## config.mk

```make
export PLATFORM = sky130hd
export DESIGN_NAME = ram8b
export DESIGN_NICKNAME = d
export VERILOG_FILES = /design/src/rtl/ram8b_pkg.sv /design/src/rtl/ram8b_bank.sv /design/src/rtl/ram8b.sv
export SDC_FILE = /design/constraint.sdc
export NUM_CORES = 1
export LEC_CHECK = 0
export ABC_AREA = 1
export CAP_MARGIN = 5
export CORE_MARGIN = 1
export CORE_UTILIZATION = 39
export CTS_BUF_LIST = sky130_fd_sc_hd__clkbuf_2 sky130_fd_sc_hd__clkbuf_4 sky130_fd_sc_hd__clkbuf_8
export DETAILED_ROUTE_END_ITERATION = 7
export GPL_ROUTABILITY_DRIVEN = 1
export GPL_TIMING_DRIVEN = 1
export PLACE_DENSITY_LB_ADDON = 0.25
export SETUP_SLACK_MARGIN = 0.02
export SLEW_MARGIN = 20
export SYNTH_ARGS = -nofsm -noshare
export SYNTH_HDL_FRONTEND = slang
export SYNTH_SLANG_ARGS = --single-unit
```

## constraint.sdc

```tcl
create_clock -name clk -period 1.7 [get_ports clk]
set_clock_uncertainty 0.05 [all_clocks]
set_input_delay 0.425 -clock clk [delete_from_list [all_inputs] [get_ports clk]]
set_output_delay 0.425 -clock clk [all_outputs]
set_load 0.01 [all_outputs]
```

## src/rtl/ram8b_pkg.sv

```systemverilog
// Shared parameters, address decode type and helper for the ram8b register file.
// The address is split into a bank select (MSB) and a word index (low IDX_W bits).
package ram8b_pkg;

    localparam int ADDR_W     = 33;
    localparam int DATA_W     = 16;
    localparam int BANK_DEPTH = 8;
    localparam int IDX_W      = $clog2(BANK_DEPTH);

    typedef struct packed {
        logic             bank;
        logic [IDX_W-1:0] idx;
    } word_sel_t;

    // Middle address bits alias: they fold into the same word.
    function automatic word_sel_t decode(input logic [ADDR_W-1:0] addr);
        word_sel_t sel;
        logic      unused_mid;
        unused_mid = ^addr[ADDR_W-2:IDX_W];
        sel.bank   = addr[ADDR_W-1];
        sel.idx    = addr[IDX_W-1:0];
        return sel;
    endfunction

endpackage

```

## src/rtl/ram8b_bank.sv

```systemverilog
// One bank: BANK_DEPTH x DATA_W register file, async active-low clear,
// one synchronous write port (we, wr_idx, d_in), two combinational reads.
module ram8b_bank
    import ram8b_pkg::*;
(
    input  logic              clk,
    input  logic              reset,
    input  logic              we,
    input  logic [IDX_W-1:0]  wr_idx,
    input  logic [DATA_W-1:0] d_in,
    input  logic [IDX_W-1:0]  rd_idx_a,
    input  logic [IDX_W-1:0]  rd_idx_b,
    output logic [DATA_W-1:0] d_out_a,
    output logic [DATA_W-1:0] d_out_b
);

    logic [DATA_W-1:0] mem [BANK_DEPTH];

    always_ff @(posedge clk or negedge reset) begin
        if (!reset) begin
            for (int i = 0; i < BANK_DEPTH; i++) begin
                mem[i] <= '0;
            end
        end else if (we) begin
            mem[wr_idx] <= d_in;
        end
    end

    // No bypass: a read of the word being written shows old data until the edge.
    assign d_out_a = mem[rd_idx_a];
    assign d_out_b = mem[rd_idx_b];

endmodule

```

## src/rtl/ram8b.sv

```systemverilog
// Dual-read, single-write 16-word register-file RAM built from two banks.
// Ports: clk, reset (async active-low), wr/wr_addr/d_in write port,
// rd_addr_a/d_out_a and rd_addr_b/d_out_b combinational read ports.
module ram8b
    import ram8b_pkg::*;
(
    input  logic              clk,
    input  logic              reset,
    input  logic              wr,
    input  logic [ADDR_W-1:0] wr_addr,
    input  logic [ADDR_W-1:0] rd_addr_a,
    input  logic [ADDR_W-1:0] rd_addr_b,
    input  logic [DATA_W-1:0] d_in,
    output logic [DATA_W-1:0] d_out_a,
    output logic [DATA_W-1:0] d_out_b
);

    word_sel_t wsel;
    word_sel_t asel;
    word_sel_t bsel;

    assign wsel = decode(wr_addr);
    assign asel = decode(rd_addr_a);
    assign bsel = decode(rd_addr_b);

    logic [1:0]        we;
    logic [DATA_W-1:0] out_a [2];
    logic [DATA_W-1:0] out_b [2];

    assign we[0] = wr & ~wsel.bank;
    assign we[1] = wr &  wsel.bank;

    for (genvar g = 0; g < 2; g++) begin : g_bank
        ram8b_bank u_bank (
            .clk      (clk),
            .reset    (reset),
            .we       (we[g]),
            .wr_idx   (wsel.idx),
            .d_in     (d_in),
            .rd_idx_a (asel.idx),
            .rd_idx_b (bsel.idx),
            .d_out_a  (out_a[g]),
            .d_out_b  (out_b[g])
        );
    end

    assign d_out_a = asel.bank ? out_a[1] : out_a[0];
    assign d_out_b = bsel.bank ? out_b[1] : out_b[0];

endmodule

```

## Word-level counts from Yosys, hierarchy flattened

Index checks and enable logic that the tools add are counted.

- Bitwise gates (word level): 6
- Reductions and logical operators: 1
- Order comparisons: 4
- Muxes and demuxes: 18

Operator list:

| operator | count |
|---|---|
| 128-bit bitwise mux | 2 |
| 16-bit binary-select mux with 3-bit select | 4 |
| 16-bit 2-to-1 mux | 11 |
| 16-bit demux with 3-bit select | 1 |
| 4-bit greater-or-equal comparator, second input constant | 3 |
| 3-bit inverter with 4-bit output | 3 |
| 4-bit by 1-bit less-than comparator with 1-bit output, second input constant | 1 |
| 1-bit bitwise AND | 2 |
| 1-bit logical AND | 1 |
| 1-bit inverter | 1 |

- Flip-flop bits (word level): 256
- Input port bits: 118
- Logic and storage cells: 45
- Output and inout bits: 32

## Depth between registers and ports, before layout

Gate-level depths: netlist of run 1.

- Depth after elaboration: 6
- Mapped depth: 8

## Cells and area by module

From an unflattened synthesis of run 1, not the netlist that was laid out.

- Cell total of the unflattened synthesis: 2438
- Area total of the unflattened synthesis: 15461.1 µm²

By module, submodules not included:

| module | area an instance (µm²) | times used | cells an instance | seq. area each (µm²) |
|---|---|---|---|---|
| ram8b_bank | 7492.2 | 2 | 1165 | 3203.1 |
| ram8b | 476.7 | 1 | 108 | 0.0 |

## Least setup slack after synthesis of run 1

No wires, ideal clock.

- Path kind: input to output
- Start point: input rd_addr_b[1]
- End point: output d_out_b[10]
- Stages on the path: 6
- Data arrival time: 1.223 ns
- Path slack: 0.002 ns
- Required time: 1.225 ns
- Cells stage by stage: buf_2 -> clkbuf_1 -> nand3_1 -> nand3_1 -> nand3_1 -> nand2_1

- Cells in the longest elaborated chain, start to end: 5

Ends and longest elaborated chain:

| item | RTL line | text |
|---|---|---|
| start, declared | ram8b.sv:12 | `input logic [ADDR_W-1:0] rd_addr_b,` |
| 3-bit inverter with 4-bit output (not written as such) * | ram8b_bank.sv:31 | `assign d_out_b = mem[rd_idx_b];` |
| 16-bit binary-select mux with 3-bit select | ram8b_bank.sv:31 |  |
| 16-bit 2-to-1 mux (not written as such) (2 in a row) | ram8b_bank.sv:31 |  |
| 16-bit 2-to-1 mux * | ram8b.sv:48 | `assign d_out_b = bsel.bank ? out_b[1] : out_b[0];` |
| end, declared | ram8b.sv:15 | `output logic [DATA_W-1:0] d_out_b` |

Every way passes the cells marked *; elsewhere a longest branch is shown, timed or not. The select of a mux whose other input is x is not followed.

## Worst setup path in the final report of run 1

- Start point: register g_bank[1].u_bank.mem[31] in the netlist's numbering
- End point: output d_out_a[15]

- Cells in the longest elaborated chain, start to end: 4

Ends and longest elaborated chain:

| item | RTL line | text |
|---|---|---|
| start, declared | ram8b_bank.sv:17 | `logic [DATA_W-1:0] mem [BANK_DEPTH];` |
| start signal, assigned by index | ram8b_bank.sv:25 | `mem[wr_idx] <= d_in;` |
| 16-bit binary-select mux with 3-bit select | ram8b_bank.sv:30 | `assign d_out_a = mem[rd_idx_a];` |
| 16-bit 2-to-1 mux (not written as such) (2 in a row) | ram8b_bank.sv:30 |  |
| 16-bit 2-to-1 mux | ram8b.sv:47 | `assign d_out_a = asel.bank ? out_a[1] : out_a[0];` |
| end, declared | ram8b.sv:14 | `output logic [DATA_W-1:0] d_out_a,` |

Every way passes these cells. The select of a mux whose other input is x is not followed.

==> results_dict.tcl, run 1 <==
set metrics [dict create \
    hold_class "in -> async" \
    arrival_ns 1.66 \
    num_vias 15885 \
    seqCellArea_sq_um 6406 \
    drtIter0Drc 1524 \
    place_ws_ns -0.9385 \
    stdcell_count 2941 \
    critical-path-max-stage-delay_ns 0.39 \
    place.gp.congestion 0.9211 \
    hold-worst-slack_ns 0.2667 \
    required_ns 1.22 \
    overflow 0 \
    status "finished with violations" \
    yosysWarnings 0 \
    grt_pass1_vias 14722 \
    dp_cells 2797 \
    maxSlewViolCount 0 \
    cts_tree "yes" \
    worst_skew_pair.late_latency_ns 0.59 \
    syn_inst 2238 \
    p_total_mw 21.01 \
    grt_max_degree 50 \
    syn_area_sq_um 14870 \
    cts.htree.levels 2 \
    cts_buffer_depth 3 \
    start_util_pct 39.56 \
    std_cell_rows 71 \
    critPathKind "reg -> out" \
    path_max_fanout 2 \
    syn-num-nets 2356 \
    ys_seq_elements 256 \
    setup_slack_ns -0.4312 \
    path_delay_family "simple AND/OR/NAND/NOR gates" \
    cts.sink_count 256 \
    hpwl_um 35160 \
    post_drt_wl_per_cell_um 19.34 \
    nNetsFinal 2512 \
    vdd_drop_max_uv 717.8 \
    clkSlewWorstSetupHoldPaths_ns 0.06 \
    dieArea_sq_um 38900 \
    max_slew_margin_pct 75.65 \
    crit_chain "inv_2 -> nand2_1 -> nand3_1 -> nand3_1 -> nand3_2 -> nand2_4 -> buf_6" \
    portBuffers 62 \
    ys_types 15 \
    post-route-min-period_ns 2.131 \
    powerDensity_nw_per_um2 1037 \
    crit_path_frequent_cell "nand3_1" \
    violations "setup timing" \
    pin_count 150 \
    routed_wl_um 56890 \
    p_leak_nw 10.12 \
    grtUsageTotal_pct 28.80 \
    syn_to_final_growth_pct 36.26 \
    chipHeight_um 197.2 \
    via_per_inst 5.401 \
    fin_crit_sh_pct 125.4 \
    cts_root_buf "clkbuf_8" \
    synth_area_leaders "dfrtp_1, nand2_1, nand3_1" \
    slowest_stage "dfrtp_1" \
    critPathBufInv 2 \
    core-area_sq_um 37580 \
    synth_top_area_share_pct 43.09 \
    cts-buffers-inserted 45 \
    largestRegisters "g_bank.u_bank.mem: 256 flops" \
    fp.dieW_um 197.2 \
    syn_avg_cell_area_sq_um 6.642 \
    multi_input_area_sq_um 8092 \
    grt_pass1_wl_um 85240 \
    synth_area_leader_cell "dfrtp_1" \
    finalSetupViolations 32 \
    ys_seq_area_share_pct 43.09 \
    nFillCells 3564 \
    insertedDiodeCount 0 \
    drive_above_1_share_pct 35.88 \
    largest_register_ff_count 256 \
    largest_register "g_bank.u_bank.mem" \
    drv_cap 0 \
    tightest_slew_ns 0.3653 \
    cp-end-kind "primary output" \
    drc_errors 0 \
    antenna_found_initial 1 \
    clock.fmax_mhz 469.2 \
    postRouteAntennaNets 0 \
    setup.worst_path.start_class "flip-flop" \
    finalHoldViolCount 0 \
    drt_first_pass_iters 5 \
    rsz0062_at_grt "true" \
]
-- area by class of cell --
class / instances / area share (%)
clock buffers: 69 / 4.349
inverters: 286 / 5.374
repair buffers: 276 / 15.07
well taps: 511 / 3.156
flip-flops and latches: 256 / 31.63
clock inverters: 14 / 0.4818
multi-input cells: 1529 / 39.95
-- worst paths after layout --
path	slack (ns)	cells after the start	endpoint	startpoint
worst min register to register	0.43	2	g_bank[0].u_bank.mem[89]	g_bank[0].u_bank.mem[89]
worst max register to register	0.73	4	g_bank[1].u_bank.mem[84]	g_bank[1].u_bank.mem[84]
min in group clk	0.43	2	g_bank[0].u_bank.mem[89]	g_bank[0].u_bank.mem[89]
worst min-delay path	0.27	2	g_bank[0].u_bank.mem[79]	reset
max in group asynchronous	0.72	3	g_bank[1].u_bank.mem[22]	reset
worst max-delay path	-0.43	7	d_out_a[15]	g_bank[1].u_bank.mem[31]
-- cell usage after synthesis --
master    count
inv_2         3
o21ai_0     254
buf_2        78
o21ai_1       2
buf_4         1
nand3_1     455
nor2_4        1
clkbuf_1     78
nand2_1     807
buf_1        10
inv_1       283
nand4_1       1
nor2_1        6
dfrtp_1     256
nor3_2        3
-- cell usage in the layout, fill, tap and decap left out --
master	Yosys	routed
nand2_1	807	722
dfrtp_1	256	256
o21ai_0	254	254
nand3_1	455	227
nand3_2	0	225
inv_2	3	213
buf_4	1	141
nand2_2	0	76
inv_1	283	71
clkbuf_8	0	58
buf_12	0	55
buf_6	0	45
clkdlybuf4s50_1	0	21
clkinv_2	0	12
clkbuf_4	0	11
nand2_4	0	9
buf_2	78	7
nor2_2	0	5
nand3_4	0	3
nor3_2	3	3
bufbuf_16	0	3
inv_8	0	2
o21ai_1	2	2
dlygate4sd2_1	0	2
nor2_4	1	1
nor2_1	6	1
nand4_1	1	1
clkinvlp_4	0	1
bufinv_16	0	1
dlygate4sd3_1	0	1
buf_8	0	1
-- logic make-up after synthesis --
group / Yosys count / synth area share [%]
simple gates: 1273 / 36.17
compound gates: 256 / 8.619
flops: 256 / 43.09
buf+inv: 453 / 12.12
-- timing repair --
action / in CTS / in global routing
setup buffers: 21 / 37
gates cloned: 3 / 0
gates resized for setup: 373 / 345
pin swaps: 131 / 172
hold buffers: 1 / 0
endpoints found under the setup margin: 32 / 32
hold endpoints to repair: 31 / 0
-- where the power goes --
group          leakage [nW]  total (mW)  switching, mW  internal (mW)
logic                  6.40        6.62           3.87           2.75
registers              3.19        8.18          0.769           7.41
clock network         0.529        6.21           2.75           3.46
total                  10.1        21.0           7.39           13.6
-- metrics by stage --
| stage | cell area (sq um) | util (%) | setup TNS (ns) |
|---|---|---|---|
| 6_report | 20260 | 53.90 | -11.35 |
| 5_1_grt | 20260 | 53.90 | -13.28 |
| 4_1_cts | 18880 | 50.23 | -12.00 |
| 3_5_place_dp | 17220 | 45.82 | -89.32 |
| 3_3_place_gp | 17220 | 45.82 | -80.54 |
| 2_1_floorplan | 14870 | - | 0 |
-- worst register-to-register path: stages, from the launching register on --
cell and delay, ns:
dfrtp_1 0.40, buf_4 0.14, buf_4 0.12, nand2_1 0.05, o21ai_0 0.08
-- metal layers --
layer,global-route usage [%],up-vias,part of all wire (%)
met3,5.481,190,9.1
li1,-,7363,-
met1,40.56,7531,42
met4,12.06,2,4.5
met5,0,-,0.018
met2,43.18,799,44
No activity file was read; power rests on OpenSTA's default activity.
==> inputs of run 2 (changes only) <==
--- a/config.mk
+++ b/config.mk
@@ -15,7 +15,6 @@
 export GPL_TIMING_DRIVEN = 1
 export PLACE_DENSITY_LB_ADDON = 0.25
 export SETUP_SLACK_MARGIN = 0.02
-export SLEW_MARGIN = 20
 export SYNTH_ARGS = -nofsm -noshare
 export SYNTH_HDL_FRONTEND = slang
 export SYNTH_SLANG_ARGS = --single-unit
==> results of run 2 <==
Same layout as run 1: the final DEF is identical, and so are final timing and power.
==> inputs of run 3 (changes only) <==
--- a/config.mk
+++ b/config.mk
@@ -17,4 +17,6 @@
 export SETUP_SLACK_MARGIN = 0.02
 export SYNTH_ARGS = -nofsm -noshare
 export SYNTH_HDL_FRONTEND = slang
+export SYNTH_HIERARCHICAL = 1
 export SYNTH_SLANG_ARGS = --single-unit
+export TNS_END_PERCENT = 100
==> results_dict.tcl, run 3 <==
set metrics [dict create \
    power_frac_seq_pct 37.8 \
    postRouteAntennaNets 0 \
    hold-worst-slack_ns 0.2233 \
    required_ns 1.22 \
    drv_cap 0 \
    synth_area_leader_cell "dfrtp_1" \
    crit_chain "inv_2 -> nand2_1 -> nand3_1 -> nand2_1 -> nand2_1 -> nand2_1 -> nand2_1 -> nand2_2 -> buf_6" \
    drtIter0Drc 1308 \
    core-area_sq_um 38920 \
    p_comb_share_pct 32.4 \
    grt_pass1_vias 15823 \
    cts-buffers-inserted 48 \
    grtUsageTotal_pct 27.77 \
    cts_root_buf "clkbuf_8" \
    async_reset_ff_share_pct 100.0 \
    clkPwrFrac_pct 29.8 \
    ys_types 19 \
    layout_common_cells "nand2_1, o21ai_0, dfrtp_1" \
    largest_register "g_bank.u_bank/mem" \
    drive_above_1_share_pct 31.03 \
    max_slew_margin_pct 71.62 \
    critical-path-max-stage-delay_ns 0.39 \
    dr.max_layer_used "met4" \
    final_util_pct 53.46 \
    post-route-min-period_ns 2.197 \
    final_common_cell "nand2_1" \
    ys_seq_elements 256 \
    insertedDiodeCount 0 \
    grt_max_degree 72 \
    p_leak_nw 11.27 \
    overflow 0 \
    path_max_fanout 2 \
    chipHeight_um 201.1 \
    place.gp.congestion 0.9356 \
    synth_top_area_share_pct 41.43 \
    crit_path_frequent_cell "nand2_1" \
    num_vias 16614 \
    hpwl_um 37260 \
    largest_register_ff_count 256 \
    synth_area_leaders "dfrtp_1, nand2_1, nand3_1" \
    slowest_stage "dfrtp_1" \
    std_cell_rows 72 \
    synthTopCellsByCount "nand2_1, inv_1, nand3_1, dfrtp_1, o21ai_0" \
    start_util_pct 39.73 \
    switching_power_mw 7.495 \
    portBuffers 62 \
    clkSlewWorstSetupHoldPaths_ns 0.06 \
    setup.worst_path.start_class "flip-flop" \
    routed_wl_um 56870 \
    synth.most_common_cell "nand2_1" \
    wl_met3_um 4717 \
    dieArea_sq_um 40440 \
    drt_first_pass_iters 6 \
    finalHoldViolCount 0 \
    syn_to_final_growth_pct 34.56 \
    cts_tree "yes" \
    fin_crit_sh_pct 129.2 \
    dr_wl_met2_um 25760 \
    yosysWarnings 6 \
    cp-end-kind "primary output" \
    arrival_ns 1.72 \
    clock.fmax_mhz 455.1 \
    path_delay_family "simple AND/OR/NAND/NOR gates" \
    critPathBufInv 2 \
    intPower_mw 14.02 \
    rsz0062_at_grt "true" \
    syn-num-nets 2556 \
    multi_input_area_sq_um 8188 \
    nFillCells 3762 \
    worst_skew_pair.late_latency_ns 0.59 \
    ys_seq_area_share_pct 41.43 \
    vdd_drop_max_uv 567.3 \
    seqCellArea_sq_um 6406 \
    cts.sink_count 256 \
    syn_area_sq_um 15460 \
    via_per_inst 5.172 \
    synth_edf_count 0 \
    ys.flop_type "dfrtp_1" \
    powerDensity_nw_per_um2 1034 \
    switching_share_pct 34.83 \
    antenna_found_initial 0 \
    grt_pass1_wl_um 87610 \
    pin_count 150 \
    syn_inst 2438 \
    syn_avg_cell_area_sq_um 6.342 \
    tightest_slew_ns 0.4256 \
    violations "setup timing" \
    status "finished with violations" \
    cts.htree.levels 2 \
    maxSlewViolCount 0 \
    setup_slack_ns -0.4971 \
    hold_class "in -> async" \
    post_drt_wl_per_cell_um 17.70 \
    largestRegisters "g_bank.u_bank/mem: 256 flops" \
    finalSetupViolations 32 \
    wl_met1_um 23470 \
    critPathKind "reg -> out" \
    drc_errors 0 \
    cts_buffer_depth 3 \
    fp.dieW_um 201.1 \
    nNetsFinal 2781 \
]
==> run 3: cell types whose count changed after synthesis, moves of 3 or more <==
cell,previous run,this run
buf_1,10,4
buf_2,78,88
buf_6,0,4
clkbuf_1,78,40
clkbuf_2,0,8
inv_1,283,302
inv_2,3,8
nand2_1,807,1196
nand2_2,0,3
nand3_1,455,258
nor3_2,3,0
==> run 3: metrics by stage <==
stage / area (sq um) / total power, mW / cells / worst slack (ns) / TNS, ns
after global routing: 20800 / 22.84 / 3212 / -0.5897 / -17.12
after floorplan: 15500 / 11.40 / 2438 / 0.01426 / 0
after CTS: 19570 / 20.61 / 3151 / -0.5287 / -15.52
after detailed placement: 17980 / 13.72 / 3039 / -0.9918 / -88.02
after global placement: 17980 / 13.58 / 3039 / -0.9855 / -78.14
final: 20800 / 21.52 / 3212 / -0.4971 / -14.48
==> run 3: cells by family after synthesis <==
| logic type | after synthesis | synth area share, % |
|---|---|---|
| and+or+nand+nor | 1468 | 37.97 |
| DFF | 256 | 41.43 |
| AOI/OAI and AO/OA | 256 | 8.287 |
| buffers and inverters | 458 | 12.31 |
==> run 3: area by class of cell <==
cell class	count	area share, %
clock inverter	5	0.2406
tap	518	3.115
multi-input combinational	1724	39.36
sequential	256	30.79
inverter	312	5.726
clock buffer	76	4.607
timing repair buffer	321	16.16
==> run 3: timing repair <==
item	4_1_cts	5_1_grt
hold endpoints to repair	256	0
setup buffers	30	59
cloned	0	2
setup endpoints to repair	32	32
hold buffers	1	0
resized for setup	317	308
pin swaps	134	151
==> run 3: final timing paths <==
check | slack [ns] | endpoint | start | depth (start not counted)
setup / recovery | -0.50 | d_out_b[13] | g_bank[0].u_bank/mem[109] | 9
hold / removal | 0.22 | g_bank[0].u_bank/mem[109] | reset | 2
setup reg to reg | 0.74 | g_bank[1].u_bank/mem[25] | g_bank[1].u_bank/mem[25] | 4
hold reg to reg | 0.43 | g_bank[0].u_bank/mem[54] | g_bank[0].u_bank/mem[54] | 2
max in group asynchronous | 0.70 | g_bank[1].u_bank/mem[124] | reset | 3
min in group clk | 0.43 | g_bank[0].u_bank/mem[54] | g_bank[0].u_bank/mem[54] | 2
==> run 3: power groups by stage <==
stage	clock (mW)	combinational, mW	sequential [mW]
global route	6.81	7.76	8.26
CTS	6.55	6.03	8.03
global placement	0	5.53	8.05
floorplan	0	3.48	7.91
detailed placement	0	5.64	8.07
finish	6.41	6.98	8.13
==> run 3: layer usage <==
layer,GRT usage [%],vias to the layer above
li1,-,7892
met1,36.39,7833
met3,4.713,160
met4,14.42,0
met2,44.04,729
met5,0,-
